[src/rtl/bird_controller_pkg.sv]
// ============================================================================
// Module   : flappy_pkg
// Purpose  : Shared game/update encodings and screen constants for the flappy
//            bird design (controller and renderer).
// Revision : 1.0 - initial release
// ============================================================================
`default_nettype none

package flappy_pkg;

   typedef enum logic [1:0] {
      IDLE    = 2'd0,
      PLAYING = 2'd1,
      DEAD    = 2'd2
   } game_state_t;

   typedef enum logic [1:0] {
      WAIT  = 2'd0,
      VEL   = 2'd1,
      POS   = 2'd2,
      CHECK = 2'd3
   } update_phase_t;

   localparam int DEF_BIRD_HEIGHT       = 32;
   localparam int DEF_VER_ACTIVE_PIXELS = 720;

endpackage

`default_nettype wire

[src/rtl/bird_controller_if.sv]
// ============================================================================
// Module   : bird_controller_if
// Purpose  : Frame-sync/event inputs and bird/game outputs between the pixel
//            pipeline (master) and the bird controller (slave).
// Revision : 1.0 - initial release
// ============================================================================
`default_nettype none

interface bird_controller_if
   import flappy_pkg::*;
#(
   parameter int Y_WIDTH = 10
);
   logic               vs;
   logic               flap_button;
   logic               collision;
   logic               pipe_passed;
   logic [Y_WIDTH-1:0] bird_y;
   game_state_t        game_state;
   logic [7:0]         score;
   logic               scroll_en;
   logic               update_done;

   modport master (
      output vs, flap_button, collision, pipe_passed,
      input  bird_y, game_state, score, scroll_en, update_done
   );

   modport slave (
      input  vs, flap_button, collision, pipe_passed,
      output bird_y, game_state, score, scroll_en, update_done
   );
endinterface

`default_nettype wire

[src/rtl/bird_controller_button_debouncer.sv]
// ============================================================================
// Module   : button_debouncer
// Purpose  : Synchronises a raw button and emits a one-cycle pulse on each
//            debounced rising edge.
// Revision : 1.0 - initial release
// ============================================================================
`default_nettype none

module button_debouncer #(
   parameter int DEBOUNCE_WIDTH = 20
) (
   input  logic clk_i,
   input  logic rst_ni,
   input  logic btn_i,
   output logic rise_o
);
   localparam logic [DEBOUNCE_WIDTH-1:0] C_CNT_ONE = {{(DEBOUNCE_WIDTH-1){1'b0}}, 1'b1};

   logic                      sync1_q;
   logic                      sync2_q;
   logic                      level_q;
   logic                      level_d;
   logic                      rise_q;
   logic                      rise_d;
   logic [DEBOUNCE_WIDTH-1:0] cnt_q;
   logic [DEBOUNCE_WIDTH-1:0] cnt_d;

   // The level only follows the synchronised input after it has disagreed
   // for 2^DEBOUNCE_WIDTH consecutive cycles; any agreement restarts the count.
   always_comb begin
      level_d = level_q;
      rise_d  = 1'b0;
      cnt_d   = '0;
      if (sync2_q != level_q) begin
         if (&cnt_q) begin
            level_d = sync2_q;
            rise_d  = sync2_q;
         end else begin
            cnt_d = cnt_q + C_CNT_ONE;
         end
      end
   end

   always_ff @(posedge clk_i or negedge rst_ni) begin
      if (!rst_ni) begin
         sync1_q <= 1'b0;
         sync2_q <= 1'b0;
         level_q <= 1'b0;
         rise_q  <= 1'b0;
         cnt_q   <= '0;
      end else begin
         sync1_q <= btn_i;
         sync2_q <= sync1_q;
         level_q <= level_d;
         rise_q  <= rise_d;
         cnt_q   <= cnt_d;
      end
   end

   assign rise_o = rise_q;

endmodule

`default_nettype wire

[src/rtl/bird_controller.sv]
// ============================================================================
// Module   : bird_controller
// Purpose  : Per-frame bird physics and game sequencer; updates run for a few
//            cycles after each vertical-sync rise.
// Revision : 1.0 - initial release
// ============================================================================
`default_nettype none

module bird_controller
   import flappy_pkg::*;
#(
   parameter int Y_WIDTH           = 10,
   parameter int VER_ACTIVE_PIXELS = DEF_VER_ACTIVE_PIXELS,
   parameter int BIRD_HEIGHT       = DEF_BIRD_HEIGHT,
   parameter int BIRD_Y_START      = 344,
   parameter int VEL_WIDTH         = 8,
   parameter int GRAVITY           = 1,
   parameter int FLAP_VELOCITY     = -10,
   parameter int MAX_FALL_VELOCITY = 12,
   parameter int DEBOUNCE_WIDTH    = 20,
   parameter int DEAD_HOLD_FRAMES  = 60
) (
   input  logic             clk_rgb,
   input  logic             rst_n,
   bird_controller_if.slave bus
);
   localparam int DW      = $clog2(DEAD_HOLD_FRAMES + 1);
   localparam int FLOOR_Y = VER_ACTIVE_PIXELS - BIRD_HEIGHT;

   localparam logic [1:0] S_WAIT    = WAIT;
   localparam logic [1:0] S_VEL     = VEL;
   localparam logic [1:0] S_POS     = POS;
   localparam logic [1:0] S_CHECK   = CHECK;
   localparam logic [1:0] S_IDLE    = IDLE;
   localparam logic [1:0] S_PLAYING = PLAYING;
   localparam logic [1:0] S_DEAD    = DEAD;

   localparam logic [Y_WIDTH-1:0]          C_Y_START   = Y_WIDTH'(BIRD_Y_START);
   localparam logic [Y_WIDTH-1:0]          C_FLOOR_Y   = Y_WIDTH'(FLOOR_Y);
   localparam logic signed [Y_WIDTH+1:0]   C_FLOOR_EXT = (Y_WIDTH+2)'(FLOOR_Y);
   localparam logic signed [VEL_WIDTH-1:0] C_FLAP_VEL  = VEL_WIDTH'(FLAP_VELOCITY);
   localparam logic signed [VEL_WIDTH:0]   C_GRAV_EXT  = (VEL_WIDTH+1)'(GRAVITY);
   localparam logic signed [VEL_WIDTH:0]   C_MAX_EXT   = (VEL_WIDTH+1)'(MAX_FALL_VELOCITY);
   localparam logic [DW-1:0]               C_HOLD      = DW'(DEAD_HOLD_FRAMES);
   localparam logic [DW-1:0]               C_DEAD_ONE  = DW'(1);

   logic                        vs_q;
   logic                        w_frame_tick;
   logic                        w_flap_rise;
   logic [1:0]                  phase_q,        phase_d;
   logic [1:0]                  state_q,        state_d;
   logic signed [VEL_WIDTH-1:0] vel_q,          vel_d;
   logic [Y_WIDTH-1:0]          bird_y_q,       bird_y_d;
   logic [Y_WIDTH-1:0]          pos_q,          pos_d;
   logic                        floor_hit_q,    floor_hit_d;
   logic [7:0]                  score_q,        score_d;
   logic                        scroll_en_q,    scroll_en_d;
   logic                        update_done_q,  update_done_d;
   logic                        flap_pending_q, flap_pending_d;
   logic                        coll_latched_q, coll_latched_d;
   logic                        flap_take_q,    flap_take_d;
   logic                        coll_take_q,    coll_take_d;
   logic                        launch_q,       launch_d;
   logic [DW-1:0]               dead_q,         dead_d;
   logic signed [VEL_WIDTH:0]   w_vel_inc;
   logic signed [Y_WIDTH+1:0]   w_y_next;

   button_debouncer #(
      .DEBOUNCE_WIDTH (DEBOUNCE_WIDTH)
   ) u_debouncer (
      .clk_i  (clk_rgb),
      .rst_ni (rst_n),
      .btn_i  (bus.flap_button),
      .rise_o (w_flap_rise)
   );

   assign w_frame_tick = bus.vs & ~vs_q;
   assign w_vel_inc    = $signed({vel_q[VEL_WIDTH-1], vel_q}) + C_GRAV_EXT;
   assign w_y_next     = $signed({2'b00, bird_y_q})
                       + $signed({{(Y_WIDTH+2-VEL_WIDTH){vel_q[VEL_WIDTH-1]}}, vel_q});

   always_comb begin
      phase_d        = phase_q;
      state_d        = state_q;
      vel_d          = vel_q;
      bird_y_d       = bird_y_q;
      pos_d          = pos_q;
      floor_hit_d    = floor_hit_q;
      score_d        = score_q;
      dead_d         = dead_q;
      launch_d       = launch_q;
      flap_take_d    = flap_take_q;
      coll_take_d    = coll_take_q;
      flap_pending_d = flap_pending_q | w_flap_rise;
      coll_latched_d = coll_latched_q | bus.collision;
      update_done_d  = 1'b0;

      if (state_q == S_PLAYING && bus.pipe_passed && score_q != 8'hFF) begin
         score_d = score_q + 8'd1;
      end

      case (phase_q)
         S_WAIT: begin
            // Events are handed to this update at the tick; anything arriving
            // while the update runs stays pending for the next frame.
            if (w_frame_tick) begin
               phase_d        = S_VEL;
               flap_take_d    = flap_pending_q;
               coll_take_d    = coll_latched_q;
               flap_pending_d = w_flap_rise;
               coll_latched_d = bus.collision;
            end
         end
         S_VEL: begin
            phase_d  = S_POS;
            launch_d = 1'b0;
            if (state_q == S_IDLE) begin
               vel_d = '0;
            end else if (state_q == S_PLAYING && (flap_take_q || launch_q)) begin
               vel_d = C_FLAP_VEL;
            end else if (w_vel_inc > C_MAX_EXT) begin
               vel_d = C_MAX_EXT[VEL_WIDTH-1:0];
            end else begin
               vel_d = w_vel_inc[VEL_WIDTH-1:0];
            end
         end
         S_POS: begin
            phase_d     = S_CHECK;
            floor_hit_d = 1'b0;
            if (w_y_next[Y_WIDTH+1]) begin
               pos_d = '0;
               vel_d = '0;
            end else if (w_y_next >= C_FLOOR_EXT) begin
               pos_d       = C_FLOOR_Y;
               floor_hit_d = 1'b1;
            end else begin
               pos_d = w_y_next[Y_WIDTH-1:0];
            end
         end
         S_CHECK: begin
            phase_d       = S_WAIT;
            update_done_d = 1'b1;
            bird_y_d      = pos_q;
            case (state_q)
               S_IDLE: begin
                  if (flap_take_q) begin
                     state_d  = S_PLAYING;
                     score_d  = '0;
                     launch_d = 1'b1;
                  end
               end
               S_PLAYING: begin
                  if (coll_take_q || floor_hit_q) begin
                     state_d = S_DEAD;
                     dead_d  = '0;
                  end
               end
               S_DEAD: begin
                  if (flap_take_q && dead_q == C_HOLD) begin
                     state_d  = S_IDLE;
                     bird_y_d = C_Y_START;
                     vel_d    = '0;
                  end else if (dead_q != C_HOLD) begin
                     dead_d = dead_q + C_DEAD_ONE;
                  end
               end
               default: state_d = S_IDLE;
            endcase
         end
         default: phase_d = S_WAIT;
      endcase

      scroll_en_d = (state_d == S_PLAYING);
   end

   // vs_q resets high so a vs already asserted at reset release is not a rise.
   always_ff @(posedge clk_rgb or negedge rst_n) begin
      if (!rst_n) begin
         vs_q           <= 1'b1;
         phase_q        <= S_WAIT;
         state_q        <= S_IDLE;
         vel_q          <= '0;
         bird_y_q       <= C_Y_START;
         pos_q          <= C_Y_START;
         floor_hit_q    <= 1'b0;
         score_q        <= '0;
         scroll_en_q    <= 1'b0;
         update_done_q  <= 1'b0;
         flap_pending_q <= 1'b0;
         coll_latched_q <= 1'b0;
         flap_take_q    <= 1'b0;
         coll_take_q    <= 1'b0;
         launch_q       <= 1'b0;
         dead_q         <= '0;
      end else begin
         vs_q           <= bus.vs;
         phase_q        <= phase_d;
         state_q        <= state_d;
         vel_q          <= vel_d;
         bird_y_q       <= bird_y_d;
         pos_q          <= pos_d;
         floor_hit_q    <= floor_hit_d;
         score_q        <= score_d;
         scroll_en_q    <= scroll_en_d;
         update_done_q  <= update_done_d;
         flap_pending_q <= flap_pending_d;
         coll_latched_q <= coll_latched_d;
         flap_take_q    <= flap_take_d;
         coll_take_q    <= coll_take_d;
         launch_q       <= launch_d;
         dead_q         <= dead_d;
      end
   end

   assign bus.bird_y      = bird_y_q;
   assign bus.game_state  = game_state_t'(state_q);
   assign bus.score       = score_q;
   assign bus.scroll_en   = scroll_en_q;
   assign bus.update_done = update_done_q;

endmodule

`default_nettype wire

[src/flat_wrapper.sv]
// flat-port wrapper written by rule: the top's interface ports become plain ports
module bird_controller_flat import flappy_pkg::*;
#(
   parameter int Y_WIDTH           = 10,
   parameter int VER_ACTIVE_PIXELS = DEF_VER_ACTIVE_PIXELS,
   parameter int BIRD_HEIGHT       = DEF_BIRD_HEIGHT,
   parameter int BIRD_Y_START      = 344,
   parameter int VEL_WIDTH         = 8,
   parameter int GRAVITY           = 1,
   parameter int FLAP_VELOCITY     = -10,
   parameter int MAX_FALL_VELOCITY = 12,
   parameter int DEBOUNCE_WIDTH    = 20,
   parameter int DEAD_HOLD_FRAMES  = 60
)
  (clk_rgb, rst_n, bus_vs, bus_flap_button, bus_collision, bus_pipe_passed, bus_bird_y, bus_game_state, bus_score, bus_scroll_en, bus_update_done);
  bird_controller_if #(.Y_WIDTH(Y_WIDTH)) bus_i ();
  input  logic clk_rgb;
  input  logic rst_n;
  input wire logic [$bits(bus_i.vs)-1:0] bus_vs;
  input wire logic [$bits(bus_i.flap_button)-1:0] bus_flap_button;
  input wire logic [$bits(bus_i.collision)-1:0] bus_collision;
  input wire logic [$bits(bus_i.pipe_passed)-1:0] bus_pipe_passed;
  output wire logic [$bits(bus_i.bird_y)-1:0] bus_bird_y;
  output wire logic [$bits(bus_i.game_state)-1:0] bus_game_state;
  output wire logic [$bits(bus_i.score)-1:0] bus_score;
  output wire logic [$bits(bus_i.scroll_en)-1:0] bus_scroll_en;
  output wire logic [$bits(bus_i.update_done)-1:0] bus_update_done;
  assign bus_i.vs = bus_vs;
  assign bus_i.flap_button = bus_flap_button;
  assign bus_i.collision = bus_collision;
  assign bus_i.pipe_passed = bus_pipe_passed;
  assign bus_bird_y = bus_i.bird_y;
  assign bus_game_state = bus_i.game_state;
  assign bus_score = bus_i.score;
  assign bus_scroll_en = bus_i.scroll_en;
  assign bus_update_done = bus_i.update_done;
  bird_controller #(.Y_WIDTH(Y_WIDTH), .VER_ACTIVE_PIXELS(VER_ACTIVE_PIXELS), .BIRD_HEIGHT(BIRD_HEIGHT), .BIRD_Y_START(BIRD_Y_START), .VEL_WIDTH(VEL_WIDTH), .GRAVITY(GRAVITY), .FLAP_VELOCITY(FLAP_VELOCITY), .MAX_FALL_VELOCITY(MAX_FALL_VELOCITY), .DEBOUNCE_WIDTH(DEBOUNCE_WIDTH), .DEAD_HOLD_FRAMES(DEAD_HOLD_FRAMES)) u_core (.clk_rgb(clk_rgb), .rst_n(rst_n), .bus(bus_i));
endmodule
[config.mk]
export PLATFORM = sky130hd
export DESIGN_NAME = bird_controller_flat
export DESIGN_NICKNAME = d
export VERILOG_FILES = /design/src/rtl/bird_controller_pkg.sv /design/src/rtl/bird_controller_if.sv /design/src/rtl/bird_controller_button_debouncer.sv /design/src/rtl/bird_controller.sv /design/src/flat_wrapper.sv
export SDC_FILE = /design/constraint.sdc
export NUM_CORES = 1
export LEC_CHECK = 0
export CORE_MARGIN = 3
export CORE_UTILIZATION = 60
export CTS_CLUSTER_DIAMETER = 60
export DETAILED_ROUTE_END_ITERATION = 16
export HOLD_SLACK_MARGIN = 0.06
export PLACE_DENSITY = 0.81
export SLEW_MARGIN = 30
export SYNTH_ARGS = -nofsm -noshare
export SYNTH_HDL_FRONTEND = slang
export SYNTH_SLANG_ARGS = --single-unit
[constraint.sdc]
create_clock -name clk_rgb -period 3.8 [get_ports clk_rgb]
set_input_delay 0.95 -clock clk_rgb [delete_from_list [all_inputs] [get_ports clk_rgb]]
set_output_delay 0.95 -clock clk_rgb [all_outputs]
set_load 0.03 [all_outputs]
== Word-level counts from Yosys, hierarchy flattened ==
Cells that the tools add are included.
Operators by class
  $add $sub $neg: 5
  order comparisons: 2
  bitwise logic cells: 4
  equality and inequality tests: 19
  reduce and logical (&&, ||, !) cells: 17
  muxes and demuxes: 40
Operator list (number)
  $mux 8: 10
  $mux 10: 4
  $mux 20: 2
  $pmux 8 s3: 1
  $reduce_and 21->1: 1
  $add 20x1->20 const B: 1
  $reduce_and 20->1: 1
  $mux 6: 3
  $ne 2x1->1 const B: 7
  $add 11x8->12: 1
  $ge 12x11->1 const B: 1
  $pmux 6 s2: 1
  $mux 1: 11
  $mux 2: 5
  $add 8x2->9 const B: 1
  $gt 9x5->1 const B: 1
  $add 8x1->8 const B: 1
  $ne 8x8->1 const B: 1
  $pmux 2 s4: 1
  $add 6x1->6 const B: 1
  $eq 2x1->1 const B: 3
  $eq 2x2->1 const B: 3
  $eq 6x6->1 const B: 1
  $ne 6x6->1 const B: 1
  16 further kinds: 24
Word-level totals
  input bits: 6
  logic and storage cells: 108
  register bits after elaboration: 79
  output and inout port bits: 22

== Longest topological paths before layout ==
  depth after elaboration: 7
  gate-level depth with buffers: 10
  depth with buffers taken out: 10

== By module ==
A second synthesis with hierarchy kept.
Second synthesis, totals
  cell total of the unflattened synthesis: 454
  area, all modules: 4365.4 µm²
By module, submodules not included
  bird_controller: area an instance 3224.3 µm², instances 1, cells an instance 348, sequential area each 1387.6 µm²
  button_debouncer: area an instance 1141.1 µm², instances 1, cells an instance 106, sequential area each 600.6 µm²

== Worst setup path before layout ==
OpenSTA, ideal clock, no wires.
  path type: flip-flop to flip-flop
  start: register u_core.bird_y_q[0], in the netlist u_core.bus.bird_y[0]
  end: register u_core.pos_q[4]
  cell stages (with the launch flop): 10
  data required time: 3.717 ns
  clock period less this slack: 2.566 ns
  slack: 1.234 ns
  setup time: 0.083 ns
  buffers on the path: 0
  data arrival time: 2.483 ns
  cells stage by stage: dfrtp_1 > ha_1 > inv_1 > fa_1 > nand2b_1 > a21oi_1 > o211a_1 > mux2i_1 > nand2_1 > o32a_1
On the way
  cells in the longest elaborated chain, start to end: 4
RTL lines
  start, declared: line bird_controller.sv:53  | logic [Y_WIDTH-1:0] bird_y_q, bird_y_d;
  start signal, assigned: line bird_controller.sv:200  | bird_y_q <= bird_y_d;
  $add 11x8->12 (*): line bird_controller.sv:80  | + $signed({{(Y_WIDTH+2-VEL_WIDTH){vel_q[VEL_WIDTH-1]}}, vel_q});
  $ge 12x11->1: line bird_controller.sv:133  | end else if (w_y_next >= C_FLOOR_EXT) begin
  $mux 10: line bird_controller.sv:133
  $mux 10 (*): line bird_controller.sv:130  | if (w_y_next[Y_WIDTH+1]) begin
  end signal, assigned: line bird_controller.sv:201  | pos_q <= pos_d;
  end, declared: line bird_controller.sv:54  | logic [Y_WIDTH-1:0] pos_q, pos_d;
Every way passes the cells marked *; elsewhere a longest branch is shown, timed or not.
A chain may end at the register's enable or synchronous reset.

== Final worst setup path ==
  start: register u_core.vel_q[0]
  end: register u_core.pos_q[2]
On the way
  cells in the longest elaborated chain, start to end: 4
RTL lines
  start, declared: line bird_controller.sv:52  | logic signed [VEL_WIDTH-1:0] vel_q, vel_d;
  start signal, assigned: line bird_controller.sv:199  | vel_q <= vel_d;
  $add 11x8->12 (*): line bird_controller.sv:80
  $ge 12x11->1: line bird_controller.sv:133
  $mux 10: line bird_controller.sv:133
  $mux 10 (*): line bird_controller.sv:130
Marked as above.

==> impl_metrics.ini <==
[outcome]
status = finished, final reports clean

[setup_path]
r2r_cells = 9
startpoint_type = register
required_ns = 4.05
endpoint_kind = register
critPathArrivalTime_ns = 3.22
criticalPathCategory = reg -> reg
cp_max_fo = 10
ff2ff_setup_slack_ns = 0.82
rr_endpoint = u_core.pos_q[2]
reg2reg_from = u_core.vel_q[0]

[clock_network]
htree_levels = 3
clock_latency_ns = 0.35
cts_resized = 0
root_buffer = clkbuf_8
ctsHoldBuffers = 0
cts_tree = yes
post_cts_buffers = 0
max-clock-path-buffers = 2
cts_buffers = 9
path_clk_slew_ns = 0.08
cts_sinks = 79

[timing]
setup_viol = 0
fin_crit_sh_pct = 78.4
slew_headroom_pct = 53.3
finalSetupTns_ns = 0
fin_skew_ns = 0.0113
rsz0062_at_grt = no
hold_viol = 0
drv_slew = 0
fmax_mhz = 336
worstMarginPinSlew_ns = 0.701
final.min_clock_period_ns = 2.98

[global_route]
grt_first_pass_wirelength_mm = 15.7
grt_pass1_vias = 3301
grtUsageTotal_pct = 23.8
overflow = 0
grt_max_degree = 80
antenna_found_initial = 0

[power_and_ir_drop]
powerDensity_mw_per_mm2 = 474
power_leakage_uw = 0.00220
vdd_drop_max_v = 0.000323

[job]
maxCapViolations = 0

[synthesis]
yosys-mux-area-fraction_pct = 1.52
synth_compound_area_share_pct = 17.0
synthTopCellsByArea = dfrtp_1 (41%), ha_1 (6.2%), dfstp_2 (5.5%)
synth_adder_area_share_pct = 6.63
avgSynthCellArea_um2 = 9.88
synthArstFlopShare_pct = 100
synth_top_family_by_area = simple AND/OR/NAND/NOR gates
synth_top_area_share_pct = 41.0
ys_seq_area_share_pct = 46.6
syn_nets = 460
ys_ff_latch = 79
synth.distinct_cells = 63
synth_top_cell_by_area = dfrtp_1
syn_inst = 432
synthFlopType = dfrtp_1
yosys_warnings = 0
synth-xor-area-share_pct = 6.36
synth-simple-area-share_pct = 18.7
synth_edf_count = 0
syn_area_mm2 = 0.00427

[detailed_routing]
firstDrtPassIters = 6
detail_route.wl_per_cell_um = 16.4
ant_nets = 0
vias = 3370
drt_iter0_drc = 191
via_per_inst = 5.98
drc = 0
routed_wl_mm = 9.24

[min_path]
hold_path_class = reg -> reg
worstHoldEndpoint = u_core.u_debouncer.sync2_q
whs_path_depth = 0
holdCritStartpoint = u_core.u_debouncer.sync1_q

[cells_and_area]
mostFrequentLayoutCells = dfrtp_1 (70), nor2_1 (48), nand2_1 (39)
antennaDiodeCount = 0
syn_to_final_growth_pct = 13.7
fin_nets = 491
drive_above_1_share_pct = 9.62
utilization_pct = 71.0
final_common_cell = dfrtp_1

[floorplanning]
ios = 28
die_h_um = 90.3
dieArea_mm2 = 0.00816
core_mm2 = 0.00683
die_width_um = 90.3
core.rowCount = 30
start_util_pct = 62.5

[placement]
gp_congestion = 0.907
place_hpwl_mm = 6.48
portBuffers = 27
kinds of logic (layout without fill, tap and decap cells):
kind of cell,count (synthesis),in the layout
XOR/XNOR,31,31
multiplexers,6,6
AND/OR/NAND/NOR,160,160
AO/OA/AOI/OAI,101,101
flip-flops,79,79
adder cells (fa/ha/maj),22,22
buffers and inverters,33,69
layout make-up:
cell class / instances / area, µm²
clock buffers: 12 / 165
clock inverters: 4 / 51.3
fillers: 504 / 1980
inverters: 25 / 93.8
multi-input cells: 320 / 2160
flip-flops and latches: 79 / 1990
well taps: 96 / 120
repair buffers: 28 / 279
critical path: stages, from the launching register on:
cell and delay, ns:
dfrtp_1 0.52, ha_1 0.23, inv_1 0.05, fa_1 0.40, nand2b_1 0.18, a21oi_1 0.26, o211a_1 0.26, mux2i_1 0.42
nand3_1 0.23, o32ai_1 0.34
metrics by stage:
step | std cells | total power, µW | setup WS, ns | hold WS (ns) | area (µm²)
after floorplan | 432 | 1450 | 1.23 | 0.331 | 4270
after global placement | 548 | 1610 | 1.06 | 0.337 | 4620
after detailed placement | 548 | 1640 | 0.956 | 0.346 | 4630
after CTS | 564 | 2300 | 0.914 | 0.362 | 4840
after global routing | 564 | 2410 | 0.661 | 0.364 | 4850
final | 564 | 2300 | 0.822 | 0.357 | 4850
power by group:
part | leakage [µW] | switching, µW | internal, µW
sequential | 0.00105 | 43.6 | 940
clock | 0.000109 | 314 | 359
combinational | 0.00104 | 412 | 231
flip-flops by register name, summed over array words and instances (netlist names), 2 cells and up:
| register | count |
|---|---|
| u_core.bus.score | 8 |
| u_core.u_debouncer.cnt_q | 20 |
| u_core.vel_q | 8 |
| u_core.phase_q | 2 |
| u_core.bus.game_state | 2 |
| u_core.dead_q | 6 |
| u_core.bus.bird_y | 10 |
| u_core.pos_q | 10 |
layer usage:
| metal | up-vias | routed length [µm] | track usage [%] |
|---|---|---|---|
| met2 | 97 | 4560 | 39.1 |
| li1 | 1604 | - | - |
| met4 | 0 | 198 | 10.1 |
| met1 | 1649 | 4050 | 31.8 |
| met5 | - | 0 | 0 |
| met3 | 20 | 428 | 3.25 |
synth_stat cells (all sizes together), types with 6 or more instances:
library cell	number
o21ai	22
dfstp	9
and3	7
inv	24
nor2	48
nand2b	6
nand4	11
nand3	17
dfrtp	70
ha	21
nand2	40
xor2	21
xnor2	10
a21oi	26
a21o	6
or3	7
worst max path at each step:
stage / start / end / slack (ns) / cells after the start
6_report: u_core.vel_q[0] / u_core.pos_q[2] / 0.82 / 9
5_1_grt: u_core.vel_q[7] / u_core.vel_q[5] / 0.66 / 8
4_1_cts: u_core.vel_q[0] / u_core.pos_q[2] / 0.91 / 9
3_5_place_dp: u_core.vel_q[0] / u_core.pos_q[3] / 0.96 / 9
3_3_place_gp: u_core.vel_q[0] / u_core.pos_q[2] / 1.06 / 9
2_1_floorplan: u_core.bus.bird_y[0] / u_core.pos_q[4] / 1.23 / 9
Note: power is estimated with default switching activity, not from simulation.
